--- src/rtl/game_flow_fsm.sv ---
// Battleship game sequencer: idle, placement, alternating turns with timeout,
// board lookup handshake, hit tallies and winner declaration.
module game_flow_fsm #(
  parameter int SHIP_CELLS   = 17,
  parameter int COORD_W      = 4,
  parameter int TURN_TIMEOUT = 1000,
  parameter int CNT_W        = 32
) (
  input  logic               clk,
  input  logic               rst_n,
  input  logic               restart_pulse,
  input  logic               place_done_p1,
  input  logic               place_done_p2,
  input  logic               shot_valid,
  input  logic [COORD_W-1:0] shot_x,
  input  logic [COORD_W-1:0] shot_y,
  output logic               shot_ready,
  output logic               query_valid,
  output logic               query_player,
  output logic [COORD_W-1:0] query_x,
  output logic [COORD_W-1:0] query_y,
  input  logic               resp_valid,
  input  logic               resp_hit,
  output logic               idle_state,
  output logic               cur_player,
  output logic [4:0]         hits_p1,
  output logic [4:0]         hits_p2,
  output logic               winner_valid,
  output logic               winner,
  output logic               timeout_evt
);

  typedef enum logic [2:0] {
    IDLE,
    PLACE,
    TURN,
    QUERY,
    WAIT_RESP,
    DONE
  } state_t;

  localparam logic [4:0] SHIP_MAX = 5'(SHIP_CELLS);

  state_t             state_q, state_d;
  logic               cur_q, cur_d;
  logic [4:0]         hits1_q, hits1_d;
  logic [4:0]         hits2_q, hits2_d;
  logic [COORD_W-1:0] qx_q, qx_d;
  logic [COORD_W-1:0] qy_q, qy_d;
  logic               qp_q, qp_d;
  logic               win_q, win_d;
  logic               idle_q, idle_d;
  logic [CNT_W-1:0]   cnt_q, cnt_d;
  logic [4:0]         hit_next;
  logic               tmo;

  // Hit tallies stop at the win threshold instead of wrapping.
  function automatic logic [4:0] sat_inc(input logic [4:0] h);
    return (h >= SHIP_MAX) ? h : h + 5'd1;
  endfunction

  always_comb begin
    state_d     = state_q;
    cur_d       = cur_q;
    hits1_d     = hits1_q;
    hits2_d     = hits2_q;
    qx_d        = qx_q;
    qy_d        = qy_q;
    qp_d        = qp_q;
    win_d       = win_q;
    cnt_d       = cnt_q;
    shot_ready  = 1'b0;
    query_valid = 1'b0;
    timeout_evt = 1'b0;
    hit_next    = sat_inc(cur_q ? hits2_q : hits1_q);
    tmo         = (TURN_TIMEOUT != 0) && (cnt_q == CNT_W'(TURN_TIMEOUT - 1));

    unique case (state_q)
      IDLE, DONE: begin
        if (restart_pulse) begin
          state_d = PLACE;
          hits1_d = '0;
          hits2_d = '0;
          cur_d   = 1'b0;
        end
      end
      PLACE: begin
        if (place_done_p1 && place_done_p2) begin
          state_d = TURN;
          cur_d   = 1'b0;
          cnt_d   = '0;
        end
      end
      TURN: begin
        shot_ready = 1'b1;
        // An accepted shot takes precedence over a timeout on the same cycle.
        if (shot_valid) begin
          state_d = QUERY;
          qx_d    = shot_x;
          qy_d    = shot_y;
          qp_d    = ~cur_q;
        end else if (tmo) begin
          timeout_evt = 1'b1;
          cur_d       = ~cur_q;
          cnt_d       = '0;
        end else begin
          cnt_d = cnt_q + CNT_W'(1);
        end
      end
      QUERY: begin
        query_valid = 1'b1;
        state_d     = WAIT_RESP;
      end
      WAIT_RESP: begin
        if (resp_valid) begin
          if (resp_hit) begin
            if (cur_q) hits2_d = hit_next;
            else       hits1_d = hit_next;
          end
          if (resp_hit && (hit_next == SHIP_MAX)) begin
            state_d = DONE;
            win_d   = cur_q;
          end else begin
            state_d = TURN;
            cur_d   = ~cur_q;
            cnt_d   = '0;
          end
        end
      end
      default: state_d = IDLE;
    endcase

    idle_d = (state_d == IDLE) || (state_d == DONE);
  end

  always_ff @(posedge clk) begin
    if (!rst_n) begin
      state_q <= IDLE;
      idle_q  <= 1'b1;
      cur_q   <= 1'b0;
      hits1_q <= '0;
      hits2_q <= '0;
      qx_q    <= '0;
      qy_q    <= '0;
      qp_q    <= 1'b0;
      win_q   <= 1'b0;
      cnt_q   <= '0;
    end else begin
      state_q <= state_d;
      idle_q  <= idle_d;
      cur_q   <= cur_d;
      hits1_q <= hits1_d;
      hits2_q <= hits2_d;
      qx_q    <= qx_d;
      qy_q    <= qy_d;
      qp_q    <= qp_d;
      win_q   <= win_d;
      cnt_q   <= cnt_d;
    end
  end

  assign idle_state   = idle_q;
  assign cur_player   = cur_q;
  assign hits_p1      = hits1_q;
  assign hits_p2      = hits2_q;
  assign query_x      = qx_q;
  assign query_y      = qy_q;
  assign query_player = qp_q;
  assign winner       = win_q;
  assign winner_valid = (state_q == DONE);

endmodule

--- config.mk ---
export PLATFORM = sky130hd
export DESIGN_NAME = game_flow_fsm
export DESIGN_NICKNAME = d
export VERILOG_FILES = /design/src/rtl/game_flow_fsm.sv
export SDC_FILE = /design/constraint.sdc
export NUM_CORES = 1
export LEC_CHECK = 0
export CAP_MARGIN = 20
export CORE_MARGIN = 3
export CORE_UTILIZATION = 50
export DETAILED_ROUTE_END_ITERATION = 8
export PLACE_DENSITY = 0.83
export SKIP_LAST_GASP = 1
export SLEW_MARGIN = 40
export SYNTH_ARGS = -nofsm -noshare
export SYNTH_HDL_FRONTEND = slang
export SYNTH_SLANG_ARGS = --single-unit
export TNS_END_PERCENT = 10
--- constraint.sdc ---
create_clock -name clk -period 2.77 [get_ports clk]
set_input_delay 0.4155 -clock clk [delete_from_list [all_inputs] [get_ports clk]]
set_output_delay 0.4155 -clock clk [all_outputs]
set_load 0.05 [all_outputs]
Word-level counts from Yosys, hierarchy flattened
Index checks and enable logic that the tools add are counted.

word-level totals
  register bits = 57
  input bits = 16
  logic and storage cells = 81

cells by class
  $add $sub $neg = 2
  $lt $le $gt $ge = 1
  equality and inequality tests = 17
  mux-type cells = 35
  bitwise gates (word level) = 1
  reduce and logical (&&, ||, !) cells = 15

operators with widths
  kind                     number
  $mux W32                 5
  $pmux W32 S3             1
  $mux W5                  9
  $add A32 B1 Y32 const B  1
  $eq A32 B10 Y1 const B   1
  $pmux W5 S2              2
  $ne A2 B2 Y1 const B     9
  $mux W3                  5
  $pmux W3 S5              1
  $reduce_and A5 Y1        3
  $mux W1                  11
  $eq A3 B3 Y1 const B     3
  $reduce_and A7 Y1        1
  $eq A3 B2 Y1 const B     2
  $logic_not A3 Y1         2
  $add A5 B1 Y5 const B    1
  $eq A5 B5 Y1 const B     1
  $ge A5 B5 Y1 const B     1
  $pmux W1 S4              1
  $reduce_bool A4 Y1       1
  $eq A3 B1 Y1 const B     1
  $reduce_and A3 Y1        1
  $reduce_bool A3 Y1       1
  $logic_and A1 B1 Y1      2
  other kinds (5)          5

Depth between registers and ports, before layout
  word-level depth = 10
  mapped depth = 12
  depth with buffers taken out = 9

Least setup slack after synthesis
OpenSTA, ideal clock, no wires.

  kind = reg-to-reg
  start point = register cur_q (netlist: cur_player)
  end point = register cnt_q[10]
  data arrival time = 2.984 ns
  required time = 2.638 ns
  path slack = -0.346 ns
  cell stages (with the launch flop) = 13
  clock period less this slack = 3.116 ns
  cell sequence = dfxtp_1 > buf_2 > buf_2 > buf_4 > mux2_2 > ha_1 > and3b_1 > o32ai_1 > o22ai_1 > a31o_2 > buf_2 > o21ai_1 > a21oi_1

between the ends
  cells in the longest elaborated chain, start to end = 7

RTL lines
  element                                        RTL line  text
  start: declaration                             45        logic cur_q, cur_d;
  start signal: assignment                       151       cur_q <= cur_d;
  $mux W5 *                                      75        hit_next = sat_inc(cur_q ? hits2_q : hits1_q);
  $add A5 B1 Y5 or $ge A5 B5 Y1 (tied branches)  59        return (h >= SHIP_MAX) ? h : h + 5'd1;
  $mux W5 *                                      59
  $eq A5 B5 Y1 *                                 120       if (resp_hit && (hit_next == SHIP_MAX)) begin
  $logic_and A1 B1 Y1 *                          120
  $ne A2 B2 Y1 (no source line) *                -
  $reduce_and A5 Y1 (no source line) *           -
  end signal: assignment                         158       cnt_q <= cnt_d;
  end: declaration                               53        logic [CNT_W-1:0] cnt_q, cnt_d;

Every way passes the cells marked *; elsewhere a longest branch is shown, timed or not.
A chain may end at the register's enable or synchronous reset.

Worst setup path in the final report
  start point = register cur_q (netlist: cur_player)
  end point = register cur_q (netlist: cur_player)

between the ends
  cells in the longest elaborated chain, start to end = 7

RTL lines
  element                                        RTL line
  $mux W5                                        75
  $add A5 B1 Y5 or $ge A5 B5 Y1 (tied branches)  59
  $mux W5                                        59
  $eq A5 B5 Y1                                   120
  $logic_and A1 B1 Y1                            120
  $ne A2 B2 Y1 (no source line)                  -
  $reduce_and A7 Y1 (no source line)             -

Parallel ways exist; a longest one is shown, timed or not. The select of a mux whose other input is x is not followed.

==> impl_metrics.toml <==
[worst_setup_path]
required_ns = 3.02
critPathLaunch = "cur_player"
crit_cells = 8
path_delay_family = "simple AND/OR/NAND/NOR gates"
reg2regPathDepth = 8
worst-r2r-setup-slack_ns = 0.13
worst-path-max-fanout = 16
crit_path_top_delay_cell = "dfxtp_4"
worstSetupEndpoint = "cur_player"
path_buf_inv = 0
reg2reg_to = "cur_player"
arrival_ns = 2.89
crit_path_start_kind = "register"
r2r_start = "cur_player"
max_stage_delay_ns = 0.44
cp-end-kind = "register"
worstPathCellList = "mux2_2, ha_1, and3b_1, o32ai_1, o22ai_1, and3_1, nor2_1, mux2i_1"
worstSetupPathType = "reg2reg"

[synth]
syn_avg_cell_area_um2 = 7.78
yosysWarnings = 0
ys_seq_area_share_pct = 34.1
synthArstFlopShare_pct = 0
synth_cells = 430
synth_top_area_share_pct = 34.1
synth-seq-cells = 57
yosys.area.top_type = "dfxtp_1"
synth_edf_count = 0
yosys-top-cells-area = "dfxtp_1 (34%), a21oi_1 (6.6%), nand2_1 (5.4%)"
ys.flop_type = "dfxtp_1"
yosys.cell_types.count = 61
synthesis.nets = 449
synth_area_um2 = 3350

[timing]
postLayoutSetupSlackWorst_ns = 0.126
max-slew-margin-rel_pct = 57.4
fin_crit_sh_pct = 95.5
worstMarginPinSlew_ns = 0.638
fmax_mhz = 378
hold_viol_final = 0
rsz0062_at_grt = "yes"
setup_violations = 0
finalSetupTns_ns = 0
post-route-min-period_ns = 2.64
fin_worst_skew_ns = 0.0134
drv_slew = 0

[grt]
grt_max_degree = 38
grt.overflow.total = 0
grt_pass1_vias = 3289
grt_pass1_wl_mm = 15.4
antenna_found_initial = 0
grt.total_usage_pct = 24.8

[cts]
clk_latency_ns = 0.35
cts_sinks = 57
cts_max_level = 3
clkTransAtPathRegs_ns = 0.08
cts_max_path_buffers = 2
cts-root-buf = "clkbuf_8"
tritoncts = "yes"
post_cts_buffers = 0
cts_buffers = 9

[route]
drt_pass1_iterations = 5
postRouteAntennaNets = 0
vias_per_cell = 6.26
wl_mm = 9.10
wire_per_inst_um = 16.5
vias = 3450
drc = 0
detail_route.iter0.violations = 316

[final_layout]
area_growth_pct = 21.7
nets = 488
stdcell_area_um2 = 4070
n_antenna_cell = 0
drive_gt1_share_pct = 9.49
fill_cells = 505

[pwr]
cellPowerDensity_nw_per_um2 = 462
p_leak_nw = 1.42
ir_drop_v = 0.000347

[run]
drv_cap = 0

[placement]
portBuffers = 41
hpwlAfterDp_mm = 6.18
dpl_cell_area_um2 = 3840
pre_cts_ws_ns = 0.143
place_congestion = 0.946

[floorplanning]
pin_count = 42
die_area_um2 = 7710
rows = 29
die_w_um = 87.8
die_h_um = 87.8
core_um2 = 6420
initial_utilization_pct = 52.1

[worst_hold_path]
hold_depth = 2
hold_class = "reg2reg"

[status]
status = "complete, no violations"
## cell usage in the layout, fill, tap and decap left out, types with 13 or more instances in the layout
master	instances
o21ai_0	19
nand3_1	16
mux2i_1	16
buf_4	14
a21oi_1	44
a31oi_1	13
nor2_1	42
clkdlybuf4s50_1	40
dfxtp_1	56
nand2_1	48
## cell usage after synthesis, drive strengths merged, types with 4 or more instances
library cell and instances:
a41oi 4, clkbuf 9, dfxtp 57, and3 6, nand3b 5, mux2i 16
and3b 5, or3 6, nor3 13, nor2 44, nand2 48, a211oi 6
and4 5, a21oi 44, a31oi 13, inv 12, nand3 16, nand2b 6
o21ai 29, nor4 6, buf 18, nand4 8, nor3b 5, a311oi 5
## repair_timing
action	CTS	global route
gates resized for setup	0	1
hold buffers	0	0
endpoints found under the setup margin	0	17
## final cells by class
class,count,area [µm²],share of cell area (%)
Sequential cell,57,1140,28.1
Clock buffer,9,124,3.04
Multi-Input combinational cell,334,2030,49.9
Inverter,12,45.0,1.11
Tap cell,77,96.3,2.37
Timing Repair Buffer,55,526,12.9
Clock inverter,7,104,2.55
## worst min-delay path by stage
stage / slack, ns / endpoint / startpoint
6_report: 0.46 / query_y[1] / query_y[1]
5_1_grt: 0.49 / query_x[3] / query_x[3]
4_1_cts: 0.46 / query_y[1] / query_y[1]
3_5_place_dp: 0.45 / query_y[1] / query_y[1]
3_3_place_gp: 0.44 / query_x[1] / query_x[1]
2_1_floorplan: 0.46 / cnt_q[5] / cnt_q[5]
## stage by stage
stage / hold slack [ns] / util [%] / instances / power (mW)
final: 0.459 / 63.4 / 551 / 1.88
after global routing: 0.495 / 63.4 / 551 / 1.95
after CTS: 0.458 / 63.3 / 551 / 1.90
after detailed placement: 0.447 / 59.7 / 535 / 1.02
after global placement: 0.441 / 59.7 / 535 / 1.02
after floorplan: 0.457 / - / 430 / 0.957
## tightest hold or removal path: stages, from the launching register on
cell     delay [ns]
dfxtp_1        0.31
nand2_1        0.05
a21oi_1        0.05
## state kept, by name, indices dropped and copies added (netlist names)
name	cells
idle_state	1
hits_p1	5
cnt_q	32
state_q	3
query_x	4
hits_p2	5
query_player	1
winner	1
query_y	4
cur_player	1
## where the power goes
group          internal (mW)  total, mW  switching (mW)
sequential             0.825      0.835          0.0102
clock                  0.515      0.879           0.364
combinational         0.0702      0.168          0.0974
## metal layers
metal / vias up / GRT usage [%] / wire [µm] / part of all wire, %
met1: 1598 / 32.1 / 3940 / 43
met2: 158 / 40.7 / 4270 / 47
met3: 28 / 5.93 / 671 / 7.4
li1: 1666 / - / - / -
met4: 0 / 8.09 / 218 / 2.4
met5: - / 0 / 0 / 0
## logic make-up (layout without fill, tap and decap cells)
| group | after synthesis | count (layout) | synth area share [%] |
|---|---|---|---|
| xor gates and xnor gates | 1 | 1 | 0.262 |
| adders and majority gates | 3 | 3 | 1.12 |
| AOI/OAI and AO/OA | 122 | 122 | 22.7 |
| DFF | 57 | 57 | 34.1 |
| muxes | 17 | 17 | 5.12 |
| buffers and inverters | 39 | 83 | 5.42 |
| and+or+nand+nor | 191 | 191 | 31.3 |
(Power assumes the default switching activity.)
